[src/rtl/rv_regfile_pkg.sv]
// rv_regfile_pkg: shared register-file widths and the write-back request struct
package rv_regfile_pkg;
  localparam int REG_AW = 5;
  localparam int XLEN = 32;
  localparam logic [REG_AW-1:0] X0 = 5'd0;
  typedef struct packed {
    logic valid;
    logic [REG_AW-1:0] addr;
    logic [XLEN-1:0] data;
  } wb_req_t;
endpackage

[src/rtl/rr_arbiter.sv]
// rr_arbiter: combinational round-robin pick starting at i_ptr, one-hot grant plus index
module rr_arbiter #(
  parameter int NREQ = 3,
  parameter int IDW = 2
) (
  input  logic [IDW-1:0]  i_ptr,
  input  logic [NREQ-1:0] i_req,
  output logic [NREQ-1:0] o_gnt,
  output logic [IDW-1:0]  o_idx,
  output logic            o_any
);
  // walk offsets from farthest to nearest so the nearest requester after ptr wins
  always_comb begin
    o_any = 1'b0;
    o_idx = '0;
    for (int k = NREQ - 1; k >= 0; k--)
      if (i_req[(int'(i_ptr) + k) % NREQ]) begin
        o_any = 1'b1;
        o_idx = IDW'((int'(i_ptr) + k) % NREQ);
      end
  end
  assign o_gnt = o_any ? NREQ'(1) << o_idx : '0;
endmodule

[src/rtl/regfile_wb_arbiter.sv]
// regfile_wb_arbiter: round-robin share of the register-file write port with one-cycle registered write and read forwarding
import rv_regfile_pkg::*;
module regfile_wb_arbiter #(
  parameter int NREQ = 3,
  parameter int IDW = 2
) (
  input  logic                   clk,
  input  logic                   rst,
  input  logic                   hold,
  input  logic [NREQ-1:0]        req_valid,
  input  logic [REG_AW*NREQ-1:0] req_addr,
  input  logic [XLEN*NREQ-1:0]   req_data,
  output logic [NREQ-1:0]        req_ready,
  output logic                   we,
  output logic [REG_AW-1:0]      add_d,
  output logic [XLEN-1:0]        data_d,
  output logic [IDW-1:0]         grant_id,
  input  logic [REG_AW-1:0]      add_a,
  input  logic [REG_AW-1:0]      add_b,
  output logic                   fwd_a_hit,
  output logic                   fwd_b_hit,
  output logic [XLEN-1:0]        fwd_data
);
  wb_req_t           w_req [NREQ];
  wb_req_t           w_win;
  logic [NREQ-1:0]   w_act;
  logic [NREQ-1:0]   w_gnt;
  logic [IDW-1:0]    w_idx;
  logic              w_xfer;
  logic              r_we;
  logic [REG_AW-1:0] r_add_d;
  logic [XLEN-1:0]   r_data_d;
  logic [IDW-1:0]    r_grant_id;
  logic [IDW-1:0]    r_ptr;

  for (genvar i = 0; i < NREQ; i++) begin : g_req
    assign w_req[i] = '{valid: req_valid[i], addr: req_addr[REG_AW*i +: REG_AW], data: req_data[XLEN*i +: XLEN]};
    assign w_act[i] = w_req[i].valid & rst & ~hold;
  end

  rr_arbiter #(.NREQ(NREQ), .IDW(IDW)) u_arb (
    .i_ptr(r_ptr),
    .i_req(w_act),
    .o_gnt(w_gnt),
    .o_idx(w_idx),
    .o_any(w_xfer)
  );

  assign w_win = w_req[w_idx];
  assign req_ready = w_gnt;

  // register the accepted write; x0 is consumed but never raises we
  always_ff @(posedge clk) begin
    if (!rst) begin
      r_we <= 1'b0;
      r_add_d <= '0;
      r_data_d <= '0;
      r_grant_id <= '0;
      r_ptr <= '0;
    end else begin
      r_we <= w_xfer && (w_win.addr != X0);
      if (w_xfer) begin
        r_add_d <= w_win.addr;
        r_data_d <= w_win.data;
        r_grant_id <= w_idx;
        r_ptr <= (w_idx == IDW'(NREQ - 1)) ? '0 : w_idx + 1'b1;
      end
    end
  end

  assign we = r_we;
  assign add_d = r_add_d;
  assign data_d = r_data_d;
  assign grant_id = r_grant_id;
  assign fwd_data = r_data_d;
  assign fwd_a_hit = r_we && (r_add_d == add_a) && (add_a != X0);
  assign fwd_b_hit = r_we && (r_add_d == add_b) && (add_b != X0);
endmodule

[config.mk]
export PLATFORM = sky130hd
export DESIGN_NAME = regfile_wb_arbiter
export DESIGN_NICKNAME = d
export VERILOG_FILES = /design/src/rtl/rv_regfile_pkg.sv /design/src/rtl/rr_arbiter.sv /design/src/rtl/regfile_wb_arbiter.sv
export SDC_FILE = /design/constraint.sdc
export NUM_CORES = 1
export LEC_CHECK = 0
export ABC_AREA = 1
export CAP_MARGIN = 20
export CORE_AREA = 2 2 71 124
export CTS_CLUSTER_SIZE = 8
export DETAILED_ROUTE_END_ITERATION = 8
export DIE_AREA = 0 0 73 126
export GPL_ROUTABILITY_DRIVEN = 0
export GPL_TIMING_DRIVEN = 0
export PLACE_DENSITY = 0.8
export SYNTH_ARGS = -nofsm -noshare
export SYNTH_HDL_FRONTEND = slang
export SYNTH_SLANG_ARGS = --single-unit
[constraint.sdc]
create_clock -name clk -period 2.25 [get_ports clk]
set_input_delay 0.5625 -clock clk [delete_from_list [all_inputs] [get_ports clk]]
set_output_delay 0.5625 -clock clk [all_outputs]
set_load 0.01 [all_outputs]
==> metrics.txt <==
clock tree sinks=42; Max IR drop VDD=669 µV; yosys warns=0; FF-to-FF Start=r_ptr[0]; number of enable flip-flop cells after synthesis=0; register area share after synthesis=0.299; crit path from=r_ptr[0]; number of detailed-routing iterations run before antenna repair=4; Avg Cell Area, Syn=6.67 µm²; max-cap violations=0; period utilization=1.10; Final WS setup=-0.218 ns; gr usage total=0.251; R2R Path End=we; CTS buffer count=5; initial antenna violation count=0; drt first-iter violations=181; R2R Setup Slk=0.03 ns; Die W=73 µm; Die Y-Extent=126 µm; TritonCTS clock tree=yes; area delta synth->final=100%; Nets=788; share of the synthesized area in the top cell type=0.299; Reg clk slew, reported paths=0.07 ns; vias per cell=5.05; HP Class=register to register; drt drc=0; Design Power=7940 µW; Final Skew=0.00413 ns; Pleak=0.00249 µW; clock tree root driver cell=clkbuf_16; Final Max Slew Viols=0; Ports=204; dpl hpwl=8910 µm; Achievable Freq=405 MHz; status=finished with violations; vias in the first global route=3817; Bufs on Longest Clock Path=2; Die ar.=0.00920 mm²; worst slack, placed=-1.31 ns; Crit Path Max Fanout=6; Worst setup SP type=register; Synth area leaders=dfxtp_1 (30%), o21ai_0 (11%), buf_4 (9.6%), nand2_1 (9.1%), inv_1 (8.1%); Clock Latency Late Sink=0.28 ns; grt total ovfl=0; H-tree lvl count=2; row count=44; Antenna Cells=0; vias post-DR=3797; Worst Setup EP=req_ready[0]; Post-Route Setup TNS=-0.418 ns; Critical Path RT=1.69 ns; max_slew headroom=0.705; setup violators final=3; failing checks=setup timing; largest area contributor in the synthesized netlist=dfxtp_1; Core Region=0.00820 mm²; hold_buf cts=0; syn nets=551; largest net degree at the start of global routing=19; Distinct cells, synth=32; Async S/R FF share, synth=0; critical path class=register to output pin; share of layout cells above drive strength 1=0.215; Worst Tran Pin Value=0.443 ns; power per cell area=1410 mW/mm²; worst-case reg-to-reg path depth=18; # port buffers=203; Syn Std Cell Area=0.00282 mm²; Final ANT Viol Nets=0; Top FF cell, synth=dfxtp_1; Seq cells post-synth=42; Starting Density=0.343; Avg WL per Cell=16.3 µm; min Tclk post-route=2.47 ns; Cells after Synth=422; RSZ-0062 raised after global routing=yes; Hold Vio Cnt, Final=0; first-pass GRT wire length=18100 µm; arrival time worst endpoint=1.91 ns; Crit. End Element=output pin; drt total wl=12300 µm
==> critical path, cell delays in order, from the launching register on <==
cell and delay (ns):
dfxtp_2 0.34, buf_12 0.12, ha_4 0.17, inv_6 0.10
nand2_4 0.06, nand3_4 0.08, nand2_4 0.07, nor2_2 0.14
nand2_2 0.08, nand2_4 0.10, buf_6 0.12, nand3_4 0.07
inv_4 0.07, buf_6 0.10
==> state kept, by name, summed over array words and instances, names as in the netlist <==
register / count
grant_id: 2
r_ptr: 2
we: 1
add_d: 5
data_d: 32
==> cell usage after synthesis, drive strengths merged, types with 2 or more instances <==
master,instances
dfxtp,42
nand3b,6
o21ai,97
nand4,2
a21oi,7
inv,62
nor3,3
o22ai,3
ha,2
nand2,73
buf,51
clkbuf,7
xnor2,3
nor2,7
o211ai,4
nand3,16
a31oi,32
==> area by class of cell <==
type                       instances  area, µm²
fill                             677       2560
timing repair buffer             231       2270
multi-input combinational        259       1540
sequential                        42        846
buffer                            57        427
inverter                          63        278
clock buffer                       5        125
tap                               92        115
clock inverter                     3       43.8
==> cells in the final DEF (no fill, tap or decap), types with 3 or more instances in the layout <==
cell type / instances
inv_1: 55
dfxtp_1: 40
nand2_2: 9
a21oi_1: 7
clkbuf_16: 6
nand3_2: 3
o21ai_1: 31
buf_2: 9
clkbuf_4: 5
o211ai_1: 4
clkdlybuf4s50_1: 188
a31oi_1: 32
nand2_1: 57
o22ai_1: 3
buf_4: 58
nand2_4: 7
o21ai_0: 64
nand3_1: 8
nand3b_1: 6
buf_6: 8
inv_6: 3
inv_2: 3
xnor2_1: 3
buf_8: 3
clkbuf_1: 4
nor2_4: 3
dlygate4sd2_1: 8
nand3_4: 5
==> stage by stage <==
step	util	std cells	hold slack (ns)	area (µm²)
global placement	0.605	717	0.451	4960
finish	0.688	752	0.465	5640
global route	0.688	752	0.495	5640
CTS	0.669	749	0.467	5490
detailed placement	0.605	717	0.457	4960
floorplan	-	422	0.457	2820
==> power breakdown <==
group | switching (µW) | internal (µW) | leakage (µW)
clock | 315 | 526 | 0.0000842
combinational | 2910 | 2850 | 0.00205
sequential | 264 | 1080 | 0.000350
==> per-layer routing <==
| layer | share of wire | vias to the layer above | global-route usage |
|---|---|---|---|
| met3 | 0.053 | 24 | 0.0488 |
| met4 | 0.027 | 0 | 0.0861 |
| met5 | 0 | - | 0 |
| met1 | 0.35 | 1776 | 0.242 |
| met2 | 0.57 | 142 | 0.497 |
| li1 | - | 1855 | - |
==> logic make-up after synthesis <==
logic type / count (synthesis) / share of synthesized area
AO/OA/AOI/OAI: 146 / 0.283
buffers and inverters: 121 / 0.222
AND/OR/NAND/NOR: 107 / 0.175
flip-flops: 42 / 0.299
XOR/XNOR: 4 / 0.0124
adder cells (fa/ha/maj): 2 / 0.00888
==> timing repair <==
item / CTS / global route
pin swaps: 25 / 11
cloned: 0 / 1
gates resized for setup: 85 / 35
setup buffers: 25 / 4
setup endpoints to repair: 46 / 29
==> worst min path at each step <==
stage	to	from	slack [ns]	cells after the start
2_1_floorplan	r_ptr[1]	r_ptr[1]	0.46	2
6_report	grant_id[1]	grant_id[1]	0.47	2
3_5_place_dp	grant_id[1]	grant_id[1]	0.46	2
5_1_grt	grant_id[1]	grant_id[1]	0.50	2
4_1_cts	grant_id[1]	grant_id[1]	0.47	2
3_3_place_gp	grant_id[0]	grant_id[0]	0.45	2
No activity file was read; power rests on OpenSTA's default activity.
